==> config.mk <==
export PLATFORM = sky130hd
export DESIGN_NAME = dsp_share_arbiter
export DESIGN_NICKNAME = d
export VERILOG_FILES = /design/src/rtl/dsp_arb_pkg.sv /design/src/rtl/dsp_resp_fifo.sv /design/src/rtl/dsp_share_arbiter.sv
export SDC_FILE = /design/constraint.sdc
export NUM_CORES = 1
export LEC_CHECK = 0
export CAP_MARGIN = 10
export CORE_AREA = 4 4 67 75
export DETAILED_ROUTE_END_ITERATION = 8
export DIE_AREA = 0 0 71 79
export PLACE_DENSITY = 0.69
export SLEW_MARGIN = 15
export SYNTH_ARGS = -nofsm -noshare
export SYNTH_HDL_FRONTEND = slang
export SYNTH_HIERARCHICAL = 1
export SYNTH_SLANG_ARGS = --single-unit
==> constraint.sdc <==
create_clock -name clk -period 7.9 [get_ports clk]
set_input_delay 1.975 -clock clk [delete_from_list [all_inputs] [get_ports clk]]
set_output_delay 1.975 -clock clk [all_outputs]
set_load 0.005 [all_outputs]
==> src/rtl/dsp_arb_pkg.sv <==
// dsp_arb_pkg: shared sizes and the result-entry type for the DSP share arbiter.
//   NUM_REQ_DEF / DATA_WIDTH_DEF : default requester count and DSP result width
//   OPW, ID_W                    : operand width and requester-id width for the defaults
//   FIFO_DEPTH, CNT_W            : result buffer depth (fixed at 2) and its occupancy width
//   resp_t                       : one buffered result {id, data}
package dsp_arb_pkg;
    localparam int NUM_REQ_DEF    = 4;
    localparam int DATA_WIDTH_DEF = 4;
    localparam int OPW            = DATA_WIDTH_DEF / 2;
    localparam int ID_W           = $clog2(NUM_REQ_DEF);
    localparam int FIFO_DEPTH     = 2;
    localparam int CNT_W          = $clog2(FIFO_DEPTH + 1);
    typedef struct packed {
        logic [ID_W-1:0]           id;
        logic [DATA_WIDTH_DEF-1:0] data;
    } resp_t;
endpackage

==> src/rtl/dsp_resp_fifo.sv <==
// dsp_resp_fifo: 2-entry result FIFO holding {id, data} words in grant order.
//   clk, rst_n : clock, asynchronous active-low reset (empties the buffer)
//   push_i     : write din_i at the tail
//   pop_i      : consume the head (ignored when empty)
//   dout_o     : head word, zero when empty
//   valid_o    : head word present
//   count_o    : occupancy 0..2
module dsp_resp_fifo
    import dsp_arb_pkg::*;
#(
    parameter int W = ID_W + DATA_WIDTH_DEF
) (
    input  logic             clk,
    input  logic             rst_n,
    input  logic             push_i,
    input  logic [W-1:0]     din_i,
    input  logic             pop_i,
    output logic [W-1:0]     dout_o,
    output logic             valid_o,
    output logic [CNT_W-1:0] count_o
);
    logic [W-1:0]     mem_q [FIFO_DEPTH];
    logic             wp_q, rp_q, do_pop;
    logic [CNT_W-1:0] cnt_q, cnt_d;

    assign valid_o = cnt_q != '0;
    assign do_pop  = pop_i & valid_o;
    assign cnt_d   = cnt_q + CNT_W'(push_i) - CNT_W'(do_pop);
    assign dout_o  = valid_o ? mem_q[rp_q] : '0;
    assign count_o = cnt_q;

    // Push while full is only ever paired with a pop, so the tail slot is
    // the head being read out this cycle and may be overwritten.
    always_ff @(posedge clk or negedge rst_n) begin
        if (!rst_n) begin
            mem_q <= '{default: '0};
            wp_q  <= 1'b0;
            rp_q  <= 1'b0;
            cnt_q <= '0;
        end else begin
            if (push_i) mem_q[wp_q] <= din_i;
            wp_q  <= wp_q ^ push_i;
            rp_q  <= rp_q ^ do_pop;
            cnt_q <= cnt_d;
        end
    end
endmodule

==> src/rtl/dsp_share_arbiter.sv <==
// dsp_share_arbiter: round-robin sharing of one partially-registered DSP among NUM_REQ requesters.
//   clk, rst_n               : clock, asynchronous active-low reset
//   req_valid_i/req_ready_o  : per-requester handshake; ready is a one-hot grant
//   req_a_i, req_b_i, req_m_i: packed operands ([i*OPW +: OPW]) and mode bits
//   dsp_a_o, dsp_b_o         : granted operands (DSP registers them), zero with no grant
//   dsp_m_o                  : granted mode delayed one cycle to align with the DSP operand registers
//   dsp_out_i                : DSP result, valid the cycle after the grant
//   resp_valid_o/resp_ready_i: result handshake; resp_id_o/resp_data_o carry the FIFO head
//   stall_cnt_o              : present only with DSP_ARB_STALL_CNT_EN; saturating count of
//                              cycles where some request waits on result credit
module dsp_share_arbiter
    import dsp_arb_pkg::*;
#(
    parameter  int NUM_REQ    = NUM_REQ_DEF,
    parameter  int DATA_WIDTH = DATA_WIDTH_DEF,
    localparam int OW         = DATA_WIDTH / 2,
    localparam int IW         = $clog2(NUM_REQ)
) (
    input  logic                  clk,
    input  logic                  rst_n,
    input  logic [NUM_REQ-1:0]    req_valid_i,
    output logic [NUM_REQ-1:0]    req_ready_o,
    input  logic [NUM_REQ*OW-1:0] req_a_i,
    input  logic [NUM_REQ*OW-1:0] req_b_i,
    input  logic [NUM_REQ-1:0]    req_m_i,
    output logic [OW-1:0]         dsp_a_o,
    output logic [OW-1:0]         dsp_b_o,
    output logic                  dsp_m_o,
    input  logic [DATA_WIDTH-1:0] dsp_out_i,
`ifdef DSP_ARB_STALL_CNT_EN
    output logic [15:0]           stall_cnt_o,
`endif
    output logic                  resp_valid_o,
    input  logic                  resp_ready_i,
    output logic [IW-1:0]         resp_id_o,
    output logic [DATA_WIDTH-1:0] resp_data_o
);
    logic [IW-1:0]    rr_q, rr_d, s1_id_q, s1_id_d, gnt_idx;
    logic             s1_valid_q, s1_valid_d, s1_m_q, s1_m_d;
    logic             gnt, pop, issue_ok;
    logic [CNT_W-1:0] fifo_cnt;
    logic [2:0]       occ;

    // Results already buffered or in the DSP must fit in the FIFO after this
    // cycle's pop; otherwise a new grant could strand a result in the DSP.
    assign pop      = resp_valid_o & resp_ready_i;
    assign occ      = 3'(fifo_cnt) - 3'(pop) + 3'(s1_valid_q);
    assign issue_ok = rst_n && occ < 3'd2;

    always_comb begin
        gnt     = 1'b0;
        gnt_idx = '0;
        for (int k = 0; k < NUM_REQ; k++) begin
            if (issue_ok && !gnt && req_valid_i[(int'(rr_q) + k) % NUM_REQ]) begin
                gnt     = 1'b1;
                gnt_idx = IW'((int'(rr_q) + k) % NUM_REQ);
            end
        end
    end

    assign req_ready_o = gnt ? NUM_REQ'(1) << gnt_idx : '0;
    assign dsp_a_o     = gnt ? req_a_i[gnt_idx*OW +: OW] : '0;
    assign dsp_b_o     = gnt ? req_b_i[gnt_idx*OW +: OW] : '0;
    assign dsp_m_o     = s1_m_q;
    assign s1_valid_d  = gnt;
    assign s1_id_d     = gnt ? gnt_idx : '0;
    assign s1_m_d      = gnt & req_m_i[gnt_idx];
    assign rr_d        = !gnt ? rr_q : (gnt_idx == IW'(NUM_REQ - 1)) ? '0 : gnt_idx + IW'(1);

    always_ff @(posedge clk or negedge rst_n) begin
        if (!rst_n) begin
            rr_q       <= '0;
            s1_valid_q <= 1'b0;
            s1_id_q    <= '0;
            s1_m_q     <= 1'b0;
        end else begin
            rr_q       <= rr_d;
            s1_valid_q <= s1_valid_d;
            s1_id_q    <= s1_id_d;
            s1_m_q     <= s1_m_d;
        end
    end

    dsp_resp_fifo #(.W(IW + DATA_WIDTH)) u_fifo (
        .clk     (clk),
        .rst_n   (rst_n),
        .push_i  (s1_valid_q),
        .din_i   ({s1_id_q, dsp_out_i}),
        .pop_i   (pop),
        .dout_o  ({resp_id_o, resp_data_o}),
        .valid_o (resp_valid_o),
        .count_o (fifo_cnt)
    );

`ifdef DSP_ARB_STALL_CNT_EN
    logic [15:0] stall_q, stall_d;

    assign stall_d     = (|req_valid_i && !issue_ok && stall_q != 16'hFFFF) ? stall_q + 16'd1 : stall_q;
    assign stall_cnt_o = stall_q;

    always_ff @(posedge clk or negedge rst_n) begin
        if (!rst_n) stall_q <= '0;
        else        stall_q <= stall_d;
    end
`endif
endmodule
# After elaboration in Yosys (flattened, before gate mapping)
# Index checks and enable logic that the tools add are counted.
dict set report totals {
  elab_cells 89
  output_inout_bits 16
  ff_bits 22
}
dict set report classes {
  shift 3
  n_reduce_logical 16
  n_eq_ne 1
  addsub 8
  mux 33
  order_cmp 9
  bitwise 10
}
# op n
set op_table {}
lappend op_table {{6-bit two-way mux} 5}
lappend op_table {{2-bit two-way mux} 8}
lappend op_table {{8-bit by 4-bit variable part select with 2-bit output} 2}
lappend op_table {{12-bit bitwise mux} 1}
lappend op_table {{3-bit by 4-bit < comparator with 1-bit output, second input constant} 3}
lappend op_table {{1-bit two-way mux} 12}
lappend op_table {{1-bit binary-select mux with 2-bit select} 5}
lappend op_table {{1-bit logical AND} 9}
lappend op_table {{6-bit demux with 1-bit select} 1}
lappend op_table {{2-bit by 3-bit < comparator with 1-bit output, second input constant} 2}
lappend op_table {{2-bit OR reduction} 3}
lappend op_table {{2-bit by 1-bit adder with 2-bit output, second input constant} 2}
lappend op_table {{2-bit adder, second input constant} 2}
lappend op_table {{2-bit >= comparator, second input constant} 2}
lappend op_table {{4-bit two-way mux} 1}
lappend op_table {{1-bit NOT with 2-bit output} 2}
lappend op_table {{1-bit by 2-bit left shift with 4-bit output, first input constant} 1}
lappend op_table {{3-bit by 1-bit adder with 3-bit output} 1}
lappend op_table {{1-bit bitwise AND} 3}
lappend op_table {{1-bit bitwise AND, first input constant} 3}
lappend op_table {{1-bit zero test} 3}
lappend op_table {{3-bit by 2-bit < comparator with 1-bit output, second input constant} 1}
lappend op_table {{2-bit by 1-bit subtractor with 3-bit output} 1}
lappend op_table {{2-bit by 1-bit adder with 2-bit output} 1}
lappend op_table {{5 further kinds} 6}

# Longest topological paths before layout
# Gate-level depths: netlist (run 1).
dict set report depth {
  depth_word 23
  depth_mapped 13
  mapped_depth_nobuf 12
}

# Modules after synthesis
# Netlist (run 1), hierarchy kept.
# mod n_inst area_each_um2 cells_per_inst
set modules_own_cells {}
lappend modules_own_cells {dsp_resp_fifo 1 800.8 58}
lappend modules_own_cells {dsp_share_arbiter 1 711.9 83}

# Worst setup path after synthesis (run 1)
# Ideal clock, no wire load.
dict set report synth_path {
  kind {input -> output}
  startpoint {input port resp_ready_i}
  endpoint {output port dsp_a_o[0]}
  stages 10
  t_arrival_ns 4.130
  n_path_buf 1
  path_slack_ns 1.795
  path_cell_list {and2_1 ha_1 nand2b_1 fa_1 xnor2_2 o2111ai_1 buf_2 o31a_1 a2111oi_0 nor3_1}
}
dict set report synth_via {
  elab_chain_cells 21
  word_cells_on_any_way 25
}
# element line
set synth_lines {}
lappend synth_lines {{from (decl)} dsp_share_arbiter.sv:34} ;# input logic resp_ready_i,
lappend synth_lines {{1-bit bitwise AND (*)} dsp_share_arbiter.sv:46} ;# assign pop = resp_valid_o & resp_ready_i;
lappend synth_lines {{2-bit by 1-bit subtractor with 3-bit output (*)} dsp_share_arbiter.sv:47} ;# assign occ = 3'(fifo_cnt) - 3'(pop) + 3'(s1_valid_q);
lappend synth_lines {{3-bit by 1-bit adder with 3-bit output (*)} dsp_share_arbiter.sv:47}
lappend synth_lines {{3-bit by 2-bit < comparator with 1-bit output (*)} dsp_share_arbiter.sv:48} ;# assign issue_ok = rst_n && occ < 3'd2;
lappend synth_lines {{1-bit logical AND (*)} dsp_share_arbiter.sv:48}
lappend synth_lines {{1-bit logical AND} dsp_share_arbiter.sv:54} ;# if (issue_ok && !gnt && req_valid_i[(int'(rr_q) + k) % NUM_REQ]) begin
lappend synth_lines {{1-bit two-way mux} dsp_share_arbiter.sv:54}
lappend synth_lines {{1-bit zero test} dsp_share_arbiter.sv:54}
lappend synth_lines {{[... 3 more ...]} --}
lappend synth_lines {{1-bit zero test} dsp_share_arbiter.sv:54}
lappend synth_lines {{1-bit logical AND (2 in a row)} dsp_share_arbiter.sv:54}
lappend synth_lines {{1-bit two-way mux} dsp_share_arbiter.sv:54}
lappend synth_lines {{1-bit zero test} dsp_share_arbiter.sv:54}
lappend synth_lines {{1-bit logical AND (2 in a row)} dsp_share_arbiter.sv:54}
lappend synth_lines {{2-bit two-way mux} dsp_share_arbiter.sv:54}
lappend synth_lines {{8-bit by 4-bit variable part select with 2-bit output} dsp_share_arbiter.sv:62} ;# assign dsp_a_o = gnt ? req_a_i[gnt_idx*OW +: OW] : '0;
lappend synth_lines {{2-bit two-way mux (*)} dsp_share_arbiter.sv:62}
lappend synth_lines {{to (decl)} dsp_share_arbiter.sv:26} ;# output logic [OW-1:0] dsp_a_o,
# Mark *: on every way between the ends. The rest lies on a longest branch, timed or not.

# Final worst setup path (run 1)
dict set report layout_path {
  startpoint {input port resp_ready_i}
  endpoint {output port dsp_b_o[0]}
}
dict set report layout_via {
  elab_chain_cells 21
  word_cells_on_any_way 25
}
# element line
set layout_lines {}
lappend layout_lines {{1-bit bitwise AND (*)} dsp_share_arbiter.sv:46}
lappend layout_lines {{via pop} dsp_share_arbiter.sv:40} ;# logic gnt, pop, issue_ok;
lappend layout_lines {{2-bit by 1-bit subtractor with 3-bit output (*)} dsp_share_arbiter.sv:47}
lappend layout_lines {{3-bit by 1-bit adder with 3-bit output (*)} dsp_share_arbiter.sv:47}
lappend layout_lines {{3-bit by 2-bit < comparator with 1-bit output (*)} dsp_share_arbiter.sv:48}
lappend layout_lines {{1-bit logical AND (*)} dsp_share_arbiter.sv:48}
lappend layout_lines {{1-bit logical AND} dsp_share_arbiter.sv:54}
lappend layout_lines {{1-bit two-way mux} dsp_share_arbiter.sv:54}
lappend layout_lines {{[... 4 more ...]} --}
lappend layout_lines {{1-bit zero test} dsp_share_arbiter.sv:54}
lappend layout_lines {{1-bit logical AND (2 in a row)} dsp_share_arbiter.sv:54}
lappend layout_lines {{1-bit two-way mux} dsp_share_arbiter.sv:54}
lappend layout_lines {{1-bit zero test} dsp_share_arbiter.sv:54}
lappend layout_lines {{1-bit logical AND (2 in a row)} dsp_share_arbiter.sv:54}
lappend layout_lines {{2-bit two-way mux} dsp_share_arbiter.sv:54}
lappend layout_lines {{8-bit by 4-bit variable part select with 2-bit output} dsp_share_arbiter.sv:63} ;# assign dsp_b_o = gnt ? req_b_i[gnt_idx*OW +: OW] : '0;
lappend layout_lines {{2-bit two-way mux (*)} dsp_share_arbiter.sv:63}
lappend layout_lines {{to (decl)} dsp_share_arbiter.sv:27} ;# output logic [OW-1:0] dsp_b_o,
# The timed path passes the listed nets; every way through them passes the cells marked *.

==> flow_summary.toml, run 1 <==
[clock_network]
clk_latency_ps = 250
cts-resized-gates = 0
numCtsBuffers = 3
hold_buffers = 0
postCtsSetupBuffers = 0
htree_levels = 1
cts.sinks = 22
clk_path_buf_depth = 2
cts_root_buffer = "clkbuf_8"
clk_pin_slew_worst_paths_ps = 80
cts_tree = "done"

[placed_design]
place_congestion = 0.7066
place_ws_ps = 457.8
hpwl_um = 2556
numPortBuffers = 46

[setup_path]
endpoint_kind = "primary output"
start_kind = "input pin"
crit_path_max_fanout = 12
r2r_end = "dsp_m_o$_DFF_PN0_"
worstSetupPathType = "in2out"
reg2reg_depth = 11
worst_ep_arrival_time_ps = 5460
r2r_start = "u_fifo/count_o[1]$_DFF_PN0_"
r2r_setup_slack_ps = 4150
critical_path_required_ps = 5930

[grt]
grt_pass1_vias = 1238
antenna_found_initial = 0
globalRouteTotalUtil_pct = 12.31
grt_max_degree = 18
gr-total-overflow = 0
grt_pass1_wl_um = 5651

[pwr]
pwr-share-clk_pct = 15.2
intPower_mw = 0.4332
p_per_area_nw_per_um2 = 324.1
power_frac_seq_pct = 30.6
switching_share_pct = 35.45
p_leak_nw = 0.8926
combPwrFrac_pct = 54.2
ir_drop_uv = 114.7
switching_power_mw = 0.2379

[synthesis]
syn_area_per_cell_um2 = 10.73
synth.cell_area_um2 = 1513
postSynthCellCount = 141
synthTopCellsByArea = "dfrtp_1 (36%), mux2_4 (12%), ha_1 (7.4%)"
synth_edf_count = 0
yosysSeqAreaShare_pct = 36.39
synth_top_cell_area_share_pct = 36.39
synth_fp_nets = 182
yosysWarnings = 6
synth.distinct_cells = 35
synth-main-ff-cell = "dfrtp_1"
synth_seq_cells = 22
synth_area_leader_cell = "dfrtp_1"
synthArstFlopShare_pct = 100.0

[floorplan]
die_w_um = 71
die_height_um = 79
core_area_um2 = 4254
row_count = 25
dieArea_um2 = 5609
ios = 47
initial_core_util_pct = 35.56

[layout]
drive_above_1_share_pct = 12.43
multi_input_area_um2 = 857.1
finalCoreUtilization_pct = 48.68
nets = 227
syn2layout_area_growth_pct = 36.89
fillers = 425
diodes = 0
seq_area_um2 = 550.5

[sta]
finalClockSkew_ps = 3.010
rsz0062_at_grt = "no"
max_freq_mhz = 134.5
final-hold-violation-count = 0
relSlewSlack_pct = 34.83
report.final.slew_viol_count = 0
finalSetupTns_ps = 0
worst_pin_slew_ps = 976.6
finalSetupViolCount = 0
holdWs_ps = 508.2
setup_ws_ps = 465.3
period_minus_slack_ps = 7435
finalCritPeriodShare_pct = 94.11

[drt]
vias = 1191
totalWireLength_um = 3355
ant_nets = 0
wl_per_cell_um = 14.04
vias_per_cell = 4.983
drt_iter0_drc = 31
dr.pass1.iters = 4
drcViolationCount = 0

[min_path]
min_delay_worst_endpoint = "u_fifo/mem_q[11]$_DFFE_PN0P_"
hold_class = "reg2reg"
hold_start = "s1_id_q[1]$_DFF_PN0_"
min_path_cells = 1

[job]
cap_violations = 0

[status]
status = "complete, no violations"
==> through the flow <==
| step | cell area [µm²] | power, mW | instances |
|---|---|---|---|
| finish | 2071 | 0.6711 | 239 |
| global route | 2071 | 0.7299 | 239 |
| CTS | 2071 | 0.6827 | 239 |
| detailed placement | 1999 | 0.5767 | 235 |
| global placement | 1999 | 0.5718 | 235 |
| floorplan | 1513 | 0.4477 | 141 |
==> registers in the layout, summed over array words and instances (netlist names) <==
register,cells
dsp_m_o,1
u_fifo/mem_q,12
u_fifo/wp_q,1
rr_q,2
u_fifo/count_o,2
u_fifo/rp_q,1
s1_valid_q,1
s1_id_q,2
==> cell type report <==
class	count	share of cell area (%)
flip-flops and latches	22	26.59
well taps	54	3.263
clock buffers	3	1.994
inverters	13	2.356
multi-input cells	98	41.39
clock inverters	1	1.450
repair buffers	48	22.96
==> kinds of logic (layout without fill, tap and decap cells) <==
| logic type | after synthesis | in the layout | share of synthesized area, % |
|---|---|---|---|
| adder cells (fa/ha/maj) | 10 | 10 | 8.768 |
| buffers and inverters | 21 | 65 | 6.947 |
| AND/OR/NAND/NOR | 35 | 35 | 11.99 |
| XOR/XNOR | 4 | 4 | 2.813 |
| AO/OA/AOI/OAI | 31 | 31 | 17.20 |
| multiplexers | 18 | 18 | 15.88 |
| flip-flops | 22 | 22 | 36.39 |
==> per-layer routing <==
layer  share of wire, %  GRT usage [%]
met1                 47          16.55
met2                 42          18.27
met3                 11          5.190
met4               0.60          3.008
met5                  0              0
==> synthesized netlist by cell type (5+ instances only) <==
cell type / instances
dfrtp_1: 22
inv_1: 12
mux2_4: 12
nor2_1: 12
o31a_1: 11
ha_1: 9
nor3_1: 7
mux2i_1: 6
a2111oi_0: 5
a221oi_1: 5
and2_1: 5
==> cells in the final DEF (no fill, tap or decap), types with 3 or more instances in the layout <==
| cell | Yosys | layout |
|---|---|---|
| mux2i_1 | 6 | 6 |
| clkdlybuf4s50_1 | 0 | 46 |
| a2111oi_0 | 5 | 5 |
| nor2_1 | 12 | 12 |
| dfrtp_1 | 22 | 22 |
| nor3_1 | 7 | 7 |
| o21ai_1 | 3 | 3 |
| xnor2_1 | 3 | 3 |
| mux2_4 | 12 | 12 |
| nand2b_1 | 3 | 3 |
| inv_1 | 12 | 12 |
| ha_1 | 9 | 9 |
| o31a_1 | 11 | 11 |
| clkbuf_8 | 0 | 3 |
| and2_1 | 5 | 5 |
| a221oi_1 | 5 | 5 |
==> how the worst max path moves through the flow <==
stage,to,slack [ps],from
global placement,dsp_b_o[0],480,resp_ready_i
detailed placement,dsp_a_o[1],460,resp_ready_i
floorplan,dsp_a_o[0],1790,resp_ready_i
finish,dsp_b_o[0],470,resp_ready_i
CTS,dsp_a_o[1],440,resp_ready_i
global route,req_ready_o[2],230,resp_ready_i
==> worst max-delay path, stage by stage <==
cell	delay, ps
clkdlybuf4s50_1	400
and2_1	150
ha_1	280
nand2b_1	150
fa_1	410
xnor2_2	210
o2111ai_1	490
o31a_1	430
a2111oi_0	400
nor3_1	80
clkdlybuf4s50_1	470
==> power groups by stage <==
stage | Sequential, mW | Combinational, mW | Clock, mW
after global routing | 0.214 | 0.405 | 0.111
after CTS | 0.207 | 0.371 | 0.105
after global placement | 0.208 | 0.364 | 0
final | 0.206 | 0.364 | 0.102
after floorplan | 0.191 | 0.257 | 0
after detailed placement | 0.209 | 0.368 | 0
Note: power is estimated with default switching activity, not from simulation.
==> inputs of run 2 (changes only) <==
CTS_CLUSTER_DIAMETER = 120   (was not set)
==> results of run 2 <==
The final DEF is identical to that of run 1; final timing and power are the same.
==> inputs of run 3 (changes only) <==
PLACE_DENSITY = 0.72   (was 0.69)
SKIP_CTS_REPAIR_TIMING = 1   (was not set)
clock period = 6.1 ns   (was 7.9 ns; I/O delays follow)
==> run 3 against run 2 <==
Net effect:
- hold slack gained 6.3 ps
- sequential share of layout area shrank 1.9 points
- combinational power grew 50%
- non-clock buffer count grew 12
- clock skew grew 0.88 ps
- sequential power grew 31%
- power grew 42%
- global-route usage grew 0.52 points
- die area is the same
==> flow_summary.toml, run 3 (same netlist as run 1, synthesis figures left out) <==
[layout]
largest_reg_flops = 12
final_cell_mix = "clkdlybuf4s50_1 (39), dfrtp_1 (22)"
syn2layout_area_growth_pct = 47.64
drive_above_1_share_pct = 21.32
diodes = 0
nets = 239
fin_cells = 251
finalCoreUtilization_pct = 52.50
final_common_cell = "clkdlybuf4s50_1"
postLayoutCellArea_um2 = 2233
largest_register = "u_fifo/mem_q"

[sta]
period_minus_slack_ps = 5966
worst_pin_slew_ps = 534.6
max_freq_mhz = 167.6
relSlewSlack_pct = 64.12
holdWs_ps = 514.4
finalSetupViolCount = 0
finalCritPeriodShare_pct = 97.80
finalClockSkew_ps = 3.894
finalSetupTns_ps = 0
report.final.slew_viol_count = 0
setup_ws_ps = 134.4
final-hold-violation-count = 0

[min_path]
hold_class = "reg2reg"
hold_start = "s1_id_q[0]$_DFF_PN0_"

[setup_path]
r2r_start = "u_fifo/count_o[1]$_DFF_PN0_"
crit_path_max_fanout = 8
critical_path_required_ps = 4580
r2r_end = "dsp_m_o$_DFF_PN0_"
endpoint_kind = "primary output"
reg2reg_depth = 13
r2r_setup_slack_ps = 2580
worst_ep_arrival_time_ps = 4440
worstSetupPathType = "in2out"
endpoint = "req_ready_o[1]"
start_kind = "input pin"
crit_path_start = "resp_ready_i"

[floorplan]
dieArea_um2 = 5609
die_w_um = 71
initial_core_util_pct = 35.56
ios = 47
row_count = 25
die_height_um = 79
core_area_um2 = 4254

[drt]
vias_per_cell = 5.147
totalWireLength_um = 3553
ant_nets = 0
drt_iter0_drc = 48
vias = 1292
dr.pass1.iters = 4
drcViolationCount = 0
wl_per_cell_um = 14.16

[grt]
grt_max_degree = 18
grt_pass1_wl_um = 5899
grt_pass1_vias = 1294
antenna_found_initial = 0
globalRouteTotalUtil_pct = 12.83
gr-total-overflow = 0

[clock_network]
htree_levels = 1
clk_pin_slew_worst_paths_ps = 80
cts_tree = "done"
cts.sinks = 22
clk_path_buf_depth = 2
numCtsBuffers = 3
clk_latency_ps = 260
cts_root_buffer = "clkbuf_8"

[placed_design]
numPortBuffers = 46
place_congestion = 0.7150
place_inst = 243
placement.cell_area_um2 = 2059
hpwl_um = 2603
place_ws_ps = -33.96

[pwr]
p_leak_nw = 1.083
ir_drop_uv = 170.2
total_power_mw = 0.9514
p_per_area_nw_per_um2 = 426.0

[job]
cap_violations = 0

[status]
status = "complete, no violations"
==> run 3: cell types whose count changed in the layout (fill, tap and decap cells not counted), sizes merged <==
cell,previous run,this run
buf,2,14
clkdlybuf4s50,46,39
dlymetal6s2s,0,7
==> run 3: area by class of cell <==
type | instances | area, µm²
Fill cell | 406 | 2021
Clock buffer | 3 | 41.29
Multi-Input combinational cell | 98 | 904.6
Clock inverter | 1 | 30.03
Tap cell | 54 | 67.56
Sequential cell | 22 | 550.5
Inverter | 13 | 48.80
Timing Repair Buffer | 60 | 590.6
==> run 3: power by group <==
part / switching [mW] / total [mW] / internal [mW] / leakage, nW
Sequential: 0.0584 / 0.270 / 0.211 / 0.277
Combinational: 0.237 / 0.546 / 0.309 / 0.770
Clock: 0.0479 / 0.135 / 0.0876 / 0.0357
==> run 3: worst min path at each step <==
stage / end / slack, ps / cells past startpoint
after CTS: u_fifo/mem_q[11]$_DFFE_PN0P_ / 520 / 1
after global placement: u_fifo/mem_q[4]$_DFFE_PN0P_ / 490 / 1
after floorplan: u_fifo/mem_q[10]$_DFFE_PN0P_ / 480 / 1
final: u_fifo/mem_q[4]$_DFFE_PN0P_ / 510 / 1
after detailed placement: u_fifo/mem_q[10]$_DFFE_PN0P_ / 500 / 1
after global routing: u_fifo/mem_q[11]$_DFFE_PN0P_ / 530 / 1
==> run 3: layer usage <==
metal / track usage [%] / wire length [µm]
met2: 21.34 / 1689
met1: 16.36 / 1593
met5: 0 / 0
met3: 3.165 / 244
met4: 3.947 / 24
==> run 3: worst max-delay path, cell delays in order <==
cell             delay (ps)
clkdlybuf4s50_1         390
and2_1                  160
ha_1                    280
nand2b_1                170
fa_2                    380
xnor2_2                 200
o2111ai_2               140
buf_6                   170
nor3_4                  140
buf_6                   150
ha_1                    130
and2_1                  110
clkdlybuf4s50_1         490
